File: src/rtl/status_frame_tx_pkg.sv
// ---------------------------------------------------------------------------
// status_frame_tx_pkg
// Shared definitions for the status-frame UART transmitter:
//   - frame constants (header byte, frame length, index of the last byte)
//   - frame FSM and byte-serialiser state encodings
//   - snapshot record of the generator settings and sample
//   - checksum helper over the four payload bytes
// ---------------------------------------------------------------------------
package status_frame_tx_pkg;

    localparam logic [7:0] FRAME_HEADER  = 8'hA5;
    localparam int         FRAME_BYTES   = 6;
    localparam logic [2:0] LAST_BYTE_IDX = 3'(FRAME_BYTES - 1);

    typedef enum logic [1:0] {
        IDLE   = 2'd0,
        LOAD   = 2'd1,
        XMIT   = 2'd2,
        FINISH = 2'd3
    } frame_state_t;

    typedef enum logic [1:0] {
        S_IDLE  = 2'd0,
        S_START = 2'd1,
        S_DATA  = 2'd2,
        S_STOP  = 2'd3
    } ser_state_t;

    typedef struct packed {
        logic [6:0] frequency;
        logic [3:0] amplitude;
        logic [1:0] wave_type;
        logic [9:0] sample;
    } snapshot_t;

    // XOR checksum over the payload bytes; the header is deliberately excluded.
    function automatic logic [7:0] frame_checksum(
        input logic [7:0] b1,
        input logic [7:0] b2,
        input logic [7:0] b3,
        input logic [7:0] b4
    );
        return b1 ^ b2 ^ b3 ^ b4;
    endfunction

endpackage

File: src/rtl/status_frame_tx_uart_tx_byte.sv
// ---------------------------------------------------------------------------
// uart_tx_byte
// 8N1 byte serialiser. One start bit (0), eight data bits LSB first, one
// stop bit (1), each held for CLKS_PER_BIT clocks.
// Ports:
//   clk       system clock, rising edge
//   reset     synchronous, active-high
//   byte_in   byte to send, captured when start is accepted
//   start     request; accepted while idle or in the last stop-bit cycle,
//             which lets bytes run back to back with no idle gap
//   tx        registered serial output, idle high
//   byte_done high during the last clock of the stop bit
// ---------------------------------------------------------------------------
module uart_tx_byte
    import status_frame_tx_pkg::*;
#(
    parameter int CLKS_PER_BIT = 5208
) (
    input  logic       clk,
    input  logic       reset,
    input  logic [7:0] byte_in,
    input  logic       start,
    output logic       tx,
    output logic       byte_done
);

    localparam int               CNT_W    = $clog2(CLKS_PER_BIT);
    localparam logic [CNT_W-1:0] CNT_LAST = CNT_W'(CLKS_PER_BIT - 1);
    localparam logic [CNT_W-1:0] CNT_ONE  = CNT_W'(1);
    localparam logic [CNT_W-1:0] CNT_ZERO = CNT_W'(0);

    ser_state_t       state_r, state_next_s;
    logic [CNT_W-1:0] cnt_r, cnt_next_s;
    logic [7:0]       shift_r, shift_next_s;
    logic [2:0]       bit_idx_r, bit_idx_next_s;
    logic             tx_r, tx_next_s;
    logic             bit_end_s;
    logic             accept_s;

    assign bit_end_s = (cnt_r == CNT_LAST);
    // Decoded from registers only, so the parent can chain the next byte on
    // the same edge that ends this stop bit.
    assign byte_done = (state_r == S_STOP) && bit_end_s;
    assign accept_s  = start && ((state_r == S_IDLE) || byte_done);
    assign tx        = tx_r;

    // Serialiser next-state logic.
    always_comb begin
        state_next_s = state_r;
        case (state_r)
            S_IDLE: begin
                if (start) state_next_s = S_START;
                else       state_next_s = S_IDLE;
            end
            S_START: begin
                if (bit_end_s) state_next_s = S_DATA;
                else           state_next_s = S_START;
            end
            S_DATA: begin
                if (bit_end_s && (bit_idx_r == 3'd7)) state_next_s = S_STOP;
                else                                  state_next_s = S_DATA;
            end
            S_STOP: begin
                if (bit_end_s) begin
                    if (start) state_next_s = S_START;
                    else       state_next_s = S_IDLE;
                end else begin
                    state_next_s = S_STOP;
                end
            end
            default: state_next_s = S_IDLE;
        endcase
    end

    // Baud counter, shift register and next TxD level.
    always_comb begin
        cnt_next_s     = cnt_r;
        shift_next_s   = shift_r;
        bit_idx_next_s = bit_idx_r;
        tx_next_s      = tx_r;
        if (accept_s) begin
            cnt_next_s     = CNT_ZERO;
            shift_next_s   = byte_in;
            bit_idx_next_s = 3'd0;
            tx_next_s      = 1'b0;
        end else if (state_r == S_IDLE) begin
            cnt_next_s = CNT_ZERO;
            tx_next_s  = 1'b1;
        end else if (bit_end_s) begin
            cnt_next_s = CNT_ZERO;
            case (state_r)
                S_START: tx_next_s = shift_r[0];
                S_DATA: begin
                    if (bit_idx_r == 3'd7) begin
                        tx_next_s = 1'b1;
                    end else begin
                        // shift_r[1] is the next bit before the shift lands.
                        tx_next_s      = shift_r[1];
                        shift_next_s   = {1'b0, shift_r[7:1]};
                        bit_idx_next_s = bit_idx_r + 3'd1;
                    end
                end
                S_STOP:  tx_next_s = 1'b1;
                default: tx_next_s = 1'b1;
            endcase
        end else begin
            cnt_next_s = cnt_r + CNT_ONE;
        end
    end

    // Serialiser state and datapath registers.
    always_ff @(posedge clk) begin
        if (reset) begin
            state_r   <= S_IDLE;
            cnt_r     <= CNT_ZERO;
            shift_r   <= 8'd0;
            bit_idx_r <= 3'd0;
            tx_r      <= 1'b1;
        end else begin
            state_r   <= state_next_s;
            cnt_r     <= cnt_next_s;
            shift_r   <= shift_next_s;
            bit_idx_r <= bit_idx_next_s;
            tx_r      <= tx_next_s;
        end
    end

endmodule

File: src/rtl/status_frame_tx.sv
// ---------------------------------------------------------------------------
// status_frame_tx
// Reports the signal generator's live state to the host as a 6-byte 8N1
// UART frame: A5, {0,Frequency}, {00,Wave_type,Amplitude},
// {000000,sample[9:8]}, sample[7:0], XOR of the four payload bytes.
// Ports:
//   clk        system clock, rising edge
//   reset      synchronous, active-high
//   send       frame request, honoured only while not busy
//   Frequency  generator frequency code (7 bits)
//   Amplitude  generator amplitude code (4 bits)
//   Wave_type  generator waveform select (2 bits)
//   sample_in  current generator output sample (10 bits)
//   TxD        registered serial output, idle high
//   busy       registered, high while frame bits are on the line
//   done       registered one-cycle pulse after the last stop bit
// ---------------------------------------------------------------------------
module status_frame_tx
    import status_frame_tx_pkg::*;
#(
    parameter int CLKS_PER_BIT = 5208
) (
    input  logic       clk,
    input  logic       reset,
    input  logic       send,
    input  logic [6:0] Frequency,
    input  logic [3:0] Amplitude,
    input  logic [1:0] Wave_type,
    input  logic [9:0] sample_in,
    output logic       TxD,
    output logic       busy,
    output logic       done
);

    frame_state_t state_r, state_next_s;
    snapshot_t    snap_r;
    logic [2:0]   byte_idx_r, byte_idx_next_s, byte_sel_s;
    logic         capture_s, start_s;
    logic         byte_done_s, tx_s;
    logic         busy_r, done_r;
    logic [7:0]   b1_s, b2_s, b3_s, b4_s, b5_s, byte_mux_s;

    assign b1_s = {1'b0, snap_r.frequency};
    assign b2_s = {2'b00, snap_r.wave_type, snap_r.amplitude};
    assign b3_s = {6'b000000, snap_r.sample[9:8]};
    assign b4_s = snap_r.sample[7:0];
    assign b5_s = frame_checksum(b1_s, b2_s, b3_s, b4_s);

    assign TxD  = tx_s;
    assign busy = busy_r;
    assign done = done_r;

    // Byte selected for the serialiser at the next start.
    always_comb begin
        byte_mux_s = FRAME_HEADER;
        case (byte_sel_s)
            3'd0:    byte_mux_s = FRAME_HEADER;
            3'd1:    byte_mux_s = b1_s;
            3'd2:    byte_mux_s = b2_s;
            3'd3:    byte_mux_s = b3_s;
            3'd4:    byte_mux_s = b4_s;
            3'd5:    byte_mux_s = b5_s;
            default: byte_mux_s = FRAME_HEADER;
        endcase
    end

    // Frame FSM state register.
    always_ff @(posedge clk) begin
        if (reset) state_r <= IDLE;
        else       state_r <= state_next_s;
    end

    // Frame FSM next-state logic. A send seen in FINISH (busy already low)
    // restarts straight into XMIT so back-to-back frames put the new start
    // bit in the cycle right after done; the header needs no snapshot data.
    always_comb begin
        state_next_s = state_r;
        case (state_r)
            IDLE: begin
                if (send) state_next_s = LOAD;
                else      state_next_s = IDLE;
            end
            LOAD: state_next_s = XMIT;
            XMIT: begin
                if (byte_done_s && (byte_idx_r == LAST_BYTE_IDX)) state_next_s = FINISH;
                else                                              state_next_s = XMIT;
            end
            FINISH: begin
                if (send) state_next_s = XMIT;
                else      state_next_s = IDLE;
            end
            default: state_next_s = IDLE;
        endcase
    end

    // Frame FSM outputs: snapshot capture, serialiser start and byte index.
    always_comb begin
        capture_s       = 1'b0;
        start_s         = 1'b0;
        byte_sel_s      = 3'd0;
        byte_idx_next_s = byte_idx_r;
        case (state_r)
            IDLE: begin
                if (send) capture_s = 1'b1;
                else      capture_s = 1'b0;
            end
            LOAD: begin
                start_s         = 1'b1;
                byte_sel_s      = 3'd0;
                byte_idx_next_s = 3'd0;
            end
            XMIT: begin
                if (byte_done_s && (byte_idx_r != LAST_BYTE_IDX)) begin
                    start_s         = 1'b1;
                    byte_sel_s      = byte_idx_r + 3'd1;
                    byte_idx_next_s = byte_idx_r + 3'd1;
                end else begin
                    start_s         = 1'b0;
                    byte_idx_next_s = byte_idx_r;
                end
            end
            FINISH: begin
                if (send) begin
                    capture_s       = 1'b1;
                    start_s         = 1'b1;
                    byte_sel_s      = 3'd0;
                    byte_idx_next_s = 3'd0;
                end else begin
                    capture_s = 1'b0;
                    start_s   = 1'b0;
                end
            end
            default: begin
                capture_s       = 1'b0;
                start_s         = 1'b0;
                byte_idx_next_s = 3'd0;
            end
        endcase
    end

    // Snapshot, byte index and registered status flags.
    always_ff @(posedge clk) begin
        if (reset) begin
            snap_r.frequency <= 7'd0;
            snap_r.amplitude <= 4'd0;
            snap_r.wave_type <= 2'd0;
            snap_r.sample    <= 10'd0;
            byte_idx_r       <= 3'd0;
            busy_r           <= 1'b0;
            done_r           <= 1'b0;
        end else begin
            if (capture_s) begin
                snap_r.frequency <= Frequency;
                snap_r.amplitude <= Amplitude;
                snap_r.wave_type <= Wave_type;
                snap_r.sample    <= sample_in;
            end
            byte_idx_r <= byte_idx_next_s;
            busy_r     <= (state_next_s == XMIT);
            done_r     <= (state_next_s == FINISH);
        end
    end

    uart_tx_byte #(
        .CLKS_PER_BIT (CLKS_PER_BIT)
    ) u_uart_tx_byte (
        .clk       (clk),
        .reset     (reset),
        .byte_in   (byte_mux_s),
        .start     (start_s),
        .tx        (tx_s),
        .byte_done (byte_done_s)
    );

endmodule
File: config.mk
export PLATFORM = sky130hd
export DESIGN_NAME = status_frame_tx
export DESIGN_NICKNAME = d
export VERILOG_FILES = /design/src/rtl/status_frame_tx_pkg.sv /design/src/rtl/status_frame_tx_uart_tx_byte.sv /design/src/rtl/status_frame_tx.sv
export SDC_FILE = /design/constraint.sdc
export NUM_CORES = 1
export LEC_CHECK = 0
export ABC_AREA = 1
export CAP_MARGIN = 25
export CORE_UTILIZATION = 40
export DETAILED_ROUTE_END_ITERATION = 7
export PLACE_DENSITY_LB_ADDON = 0.25
export SYNTH_ARGS = -nofsm -noshare
export SYNTH_HDL_FRONTEND = slang
export SYNTH_HIERARCHICAL = 1
export SYNTH_SLANG_ARGS = --single-unit
File: constraint.sdc
create_clock -name clk -period 3 [get_ports clk]
set_clock_uncertainty 0.2 [all_clocks]
set_input_delay 0.45 -clock clk [delete_from_list [all_inputs] [get_ports clk]]
set_output_delay 0.45 -clock clk [all_outputs]
set_load 0.02 [all_outputs]
### Word level (Yosys, flattened, before mapping)

Index checks and enable logic that the tools add are counted.
W data, S select, Z words.

* equal/unequal tests: 21
* bitwise gates (word level): 5
* reductions and logical operators: 18
* muxes and demuxes: 29
* $add $sub $neg: 3

Operators by type and width (count)
* $mux W8: 5
* $pmux W8 S5: 1
* $pmux W2 S4: 2
* $add A13 B1 Y13 const B: 1
* $eq A13 B13 Y1 const B: 1
* $eq A2 B2 Y1 const B: 6
* $eq A3 B3 Y1 const B: 4
* $mux W3: 4
* $mux W1: 11
* $pmux W3 S3: 1
* $reduce_and A4 Y1: 2
* $xor A7 B8 Y8: 1
* $xor A7 B2 Y7: 1
* $xor A7 B6 Y7: 1
* $add A3 B1 Y3 const B: 2
* $eq A3 B2 Y1 const B: 2
* $mux W2: 3
* $reduce_bool A3 Y1: 2
* $logic_and A1 B1 Y1: 5
* $eq A2 B1 Y1 const B: 2
* $logic_not A2 Y1: 2
* $ne A2 B1 Y1 const B: 2
* $ne A2 B2 Y1 const B: 2
* $reduce_bool A2 Y1: 2
* 9 further kinds: 11

* output and inout bits: 3
* flip-flop bits (word level): 57
* input port bits: 26
* logic and storage cells: 89

### Longest topological paths before layout

* word-level depth: 8
* depth in mapped cells: 19
* mapped depth without buffers: 19

### Cells and area by module

Netlist, hierarchy kept.

By module, submodules not included
* status_frame_tx: seq. area each 600.6 µm², instances 1, area each 1764.2 µm², cells an instance 275
* uart_tx_byte: seq. area each 540.5 µm², instances 1, area each 1447.6 µm², cells an instance 201

### Least setup slack after synthesis

OpenSTA, ideal clock, no wires.

* path kind: reg-to-reg
* start point: reg u_uart_tx_byte.cnt_r[0]
* end point: reg u_uart_tx_byte.shift_r[0]
* buffers on the path: 2
* data arrival time: 1.866 ns
* required time: 2.668 ns
* setup time: 0.132 ns
* clock period less this slack: 2.198 ns
* stages on the path, launching flop included: 17
* setup slack: 0.802 ns
* cell sequence: dfxtp_1 ha_1 nand2_1 nor3_2 nand3_2 inv_1 nand2_1 inv_2 nand2_2 nand2_1 nand2_1 o21ai_0 buf_2 nand2_4 buf_6 nand3_1 a21oi_1

* longest elaborated chain between the ends: 8
* elaborated cells on any way between the ends: 21
* classes of those cells: eq/ne: 8; mux: 6; reduce/logical: 7

Ends and longest elaborated chain
* from (decl): RTL line status_frame_tx_uart_tx_byte.sv:33 `logic [CNT_W-1:0] cnt_r, cnt_next_s;`
* from (signal assigned): RTL line status_frame_tx_uart_tx_byte.sv:121 `cnt_r <= cnt_next_s;`
* $eq A13 B13 Y1 (*): RTL line status_frame_tx_uart_tx_byte.sv:40 `assign bit_end_s = (cnt_r == CNT_LAST);`
* $logic_and A1 B1 Y1 (*): RTL line status_frame_tx_uart_tx_byte.sv:43 `assign byte_done = (state_r == S_STOP) && bit_end_s;`
* via byte_done_s: RTL line status_frame_tx.sv:39 `logic byte_done_s, tx_s;`
* $logic_and A1 B1 Y1 (*): RTL line status_frame_tx.sv:113 `if (byte_done_s && (byte_idx_r != LAST_BYTE_IDX)) begin`
* $mux W1 (*): RTL line status_frame_tx.sv:113
* $pmux W1 S3 (*): RTL line status_frame_tx.sv:102 `case (state_r)`
* via start_s: RTL line status_frame_tx.sv:38 `logic capture_s, start_s;`
* $logic_and A1 B1 Y1 (*): RTL line status_frame_tx_uart_tx_byte.sv:44 `assign accept_s = start && ((state_r == S_IDLE) || byte_done);`
* $ne A2 B1 Y1 (no source line) / $reduce_bool A2 Y1 (equally long branches)
* $reduce_and A4 Y1 (no source line)
* to (signal assigned): RTL line status_frame_tx_uart_tx_byte.sv:122 `shift_r <= shift_next_s;`
* to (decl): RTL line status_frame_tx_uart_tx_byte.sv:34 `logic [7:0] shift_r, shift_next_s;`

Mark *: on every way through the listed nets, which the timed path passes. The rest lies on a longest branch.
A chain may end at the register's enable or synchronous reset.

### Worst setup path in the final report

* start point: reg u_uart_tx_byte.cnt_r[0]
* end point: reg u_uart_tx_byte.shift_r[0]

* longest elaborated chain between the ends: 8
* elaborated cells on any way between the ends: 21
* classes of those cells: eq/ne: 8; mux: 6; reduce/logical: 7

Ends and longest elaborated chain
* $eq A13 B13 Y1 (*): RTL line status_frame_tx_uart_tx_byte.sv:40
* $logic_and A1 B1 Y1 (*): RTL line status_frame_tx_uart_tx_byte.sv:43
* via byte_done_s: RTL line status_frame_tx.sv:39
* $logic_and A1 B1 Y1 (*): RTL line status_frame_tx.sv:113
* $mux W3 (*): RTL line status_frame_tx.sv:113
* $mux W3 (*)
* $eq A3 B3 Y1, or another cell as far along: RTL line status_frame_tx.sv:56 `case (byte_sel_s)`
* $pmux W8 S5 (*): RTL line status_frame_tx.sv:56
* via byte_mux_s[0]: RTL line status_frame_tx.sv:41 `logic [7:0] b1_s, b2_s, b3_s, b4_s, b5_s, byte_mux_s;`
* $mux W8 (*): RTL line status_frame_tx_uart_tx_byte.sv:81 `if (accept_s) begin`

Marked as above.

==> flow_metrics.py <==
metrics = {
    "worst_setup_path": {
        "required_ns": 3.03,
        "cp-start-kind": "flop",
        "endpoint_kind": "flop",
        "worstPathMaxFanout": 4,
        "r2r_cells": 18,
        "worstSetupPathType": "flop to flop",
        "cp.arrival_ns": 2.50,
    },
    "cells_and_area": {
        "n_antenna_cell": 0,
        "nets": 547,
        "area_delta_synth_final_pct": 16.9,
        "drive_gt1_share_pct": 10.2,
        "stdcell_count": 614,
    },
    "clock_tree": {
        "path_clk_slew_ns": 0.07,
        "cts_setup_buffers": 0,
        "htree_levels": 3,
        "clock_latency_ns": 0.34,
        "cts-buffers-inserted": 9,
        "cts.repair.resized": 0,
        "clock_sinks": 57,
        "root_buffer": "clkbuf_8",
        "cts_tree": "yes",
        "clock_path_buffers": 2,
        "cts_hold_buf": 0,
    },
    "route": {
        "route.vias.total": 2957,
        "drc": 0,
        "final_antenna_net_count": 0,
        "wl_per_cell_microns": 11.0,
        "vias_per_cell": 4.82,
        "drtIter0Drc": 122,
        "wl_mm": 6.77,
        "first_pass_iters": 4,
    },
    "power": {
        "seq_power_share_pct": 49.9,
        "leakage_nw": 1.63,
        "sw_frac_of_total_pct": 29.0,
        "power.internal_w": 0.00119,
        "p_per_area_nw_per_um2": 447,
        "irDropWorstVdd_v": 0.000258,
        "power_frac_clock_pct": 37.3,
        "power_switching_w": 0.000488,
        "p_comb_share_pct": 12.8,
    },
    "sta": {
        "rsz0062_at_grt": "false",
        "fmax_mhz": 405,
        "setup_viol": 0,
        "max-slew-margin-rel_pct": 44.8,
        "tns_ns": 0,
        "min_period_over_period_pct": 82.3,
        "worstMarginPinSlew_ns": 0.826,
        "min_period_ns": 2.47,
        "report.final.hold_viol_count": 0,
        "finalMaxSlewViolations": 0,
    },
    "place": {
        "portBuffers": 28,
        "gp_congestion": 0.848,
        "dp_hpwl_mm": 4.97,
        "dpl.cell_count": 598,
    },
    "synthesis": {
        "syn_nets": 516,
        "netlist_top_cells_area": "dfxtp_1 36%, nand2_1 13%, nor2_1 7.1%, nand3_1 6.5%, inv_1 5.7%",
        "synth_seq_cells": 57,
        "synth-adder-area-share_pct": 5.45,
        "synth_cell_type_count": 34,
        "synth_most_common_cell": "nand2_1",
        "synth_compound_area_share_pct": 10.2,
        "ys_top_cells_by_count": "110 x nand2_1, 61 x nor2_1, 57 x dfxtp_1",
        "synth_top_area_share_pct": 35.5,
        "synth.area.mux_share_pct": 0,
        "ys_warn_count": 6,
        "synth-async-reset-ratio_pct": 0,
        "synth_xor_area_share_pct": 3.00,
        "syn_avg_cell_area_sq_um": 6.75,
        "postSynthCellCount": 476,
        "seq_area_frac_synth_pct": 35.5,
        "yosys.area.top_type": "dfxtp_1",
        "netlist_area_sq_um": 3210,
        "synth_top_family_by_area": "simple AND/OR/NAND/NOR gates",
        "synth_edf_count": 0,
        "synth_flop_cell": "dfxtp_1",
        "synth_simple_gate_area_share_pct": 37.2,
    },
    "global_route": {
        "grt_pass1_wl_mm": 12.1,
        "grt_use_met1_pct": 22.9,
        "grt_pass1_vias": 2763,
        "grt_use_total_pct": 17.8,
        "grt.overflow.total": 0,
        "use_met2_pct": 28.0,
        "use_met3_pct": 5.44,
        "busiest_layer": "met2",
        "grt_max_degree": 32,
        "antenna_found_initial": 0,
    },
    "floorplanning": {
        "rows": 32,
        "fp.dieArea_sq_um": 8390,
        "core_area_sq_um": 7730,
        "pin_count": 29,
        "fp.dieW_microns": 91.6,
        "start_util_pct": 41.6,
        "die_h_microns": 91.6,
    },
    "worst_hold_path": {
        "worstHoldPathCells": 1,
        "hp-class": "flop to flop",
    },
    "status": {
        "status": "finished clean",
    },
    "run": {
        "drv_cap": 0,
    },
}
-- per-layer routing --
metal | routed length [microns] | up-vias
met5 | 0 | -
met4 | 23 | 0
met3 | 284 | 2
met2 | 3030 | 57
met1 | 3440 | 1314
li1 | - | 1584
-- layout by cell type, fill, tap and decap left out, drive strengths merged --
cell type and instances:
nand4 8, nor3 10, o21ai 32, a21oi 31, xnor2 5, and2 2
a31oi 1, nor2 70, clkinvlp 3, nand3 44, nand3b 1, buf 4
clkdlybuf4s50 28, clkinv 4, nand2 119, o211ai 1, clkbuf 9, inv 56
nor4 1, ha 14, or3 1, dfxtp 57, xor2 6, or2 5
-- metrics by stage --
step	hold slack [ns]	setup slack [ns]	util, %	total power [W]	instance area [sq um]
finish	0.247	0.530	48.6	0.00168	3760
global route	0.257	0.219	48.6	0.00178	3760
CTS	0.249	0.517	48.6	0.00170	3760
detailed placement	0.238	0.516	46.4	0.00107	3590
global placement	0.232	0.562	46.4	0.00107	3590
floorplan	0.218	0.802	-	0.000992	3210
-- cells by family after synthesis --
| logic type | count (synthesis) |
|---|---|
| AND/OR/NAND/NOR | 261 |
| buffers and inverters | 68 |
| AO/OA/AOI/OAI | 65 |
| flip-flops | 57 |
| adder cells (fa/ha/maj) | 14 |
| XOR/XNOR | 11 |
-- critical path: stages (launching register included) --
cell and delay, ns:
dfxtp_1 0.35, ha_1 0.22, nand2_1 0.08, nor3_2 0.19, nand3_2 0.14, inv_1 0.08, nand2_1 0.08, inv_2 0.10
nand2_2 0.08, nor2_2 0.17, nand2_1 0.12, nand2_2 0.11, nand2_1 0.05, nor2_1 0.12, nand2_1 0.06, inv_1 0.05
nand3_1 0.07, nand2_1 0.07, a21oi_1 0.05
-- power by group through the flow --
stage	clock [W]	sequential (W)	combinational, W
5_1_grt	0.000689	0.000843	0.000249
3_3_place_gp	0	0.000854	0.000213
2_1_floorplan	0	0.000846	0.000146
4_1_cts	0.000650	0.000837	0.000217
6_report	0.000627	0.000838	0.000216
3_5_place_dp	0	0.000854	0.000217
-- worst paths after layout --
check	to	from	slack (ns)
worst max-delay path	u_uart_tx_byte/shift_r[0]$_SDFFE_PP0P_	u_uart_tx_byte/cnt_r[0]$_SDFF_PP0_	0.53
worst min-delay path	u_uart_tx_byte/cnt_r[0]$_SDFF_PP0_	u_uart_tx_byte/cnt_r[0]$_SDFF_PP0_	0.25
worst max register to register	u_uart_tx_byte/shift_r[0]$_SDFFE_PP0P_	u_uart_tx_byte/cnt_r[0]$_SDFF_PP0_	0.53
worst min register to register	u_uart_tx_byte/cnt_r[0]$_SDFF_PP0_	u_uart_tx_byte/cnt_r[0]$_SDFF_PP0_	0.25
-- flip-flops by register name, indices dropped and copies added, names as in the netlist, 2 cells and up --
| register | count |
|---|---|
| u_uart_tx_byte/state_r | 2 |
| state_r | 2 |
| b2_s | 6 |
| u_uart_tx_byte/cnt_r | 13 |
| byte_idx_r | 3 |
| b4_s | 8 |
| u_uart_tx_byte/shift_r | 8 |
| u_uart_tx_byte/bit_idx_r | 3 |
| b3_s | 2 |
| b1_s | 7 |
-- layout make-up --
cell class	instances	area, sq um
well taps	102	128
inverters	56	211
clock buffers	9	124
clock inverters	7	46.3
repair buffers	32	310
fillers	783	3970
multi-input cells	351	1800
flip-flops and latches	57	1140
Power figures use the tool's default switching activity.
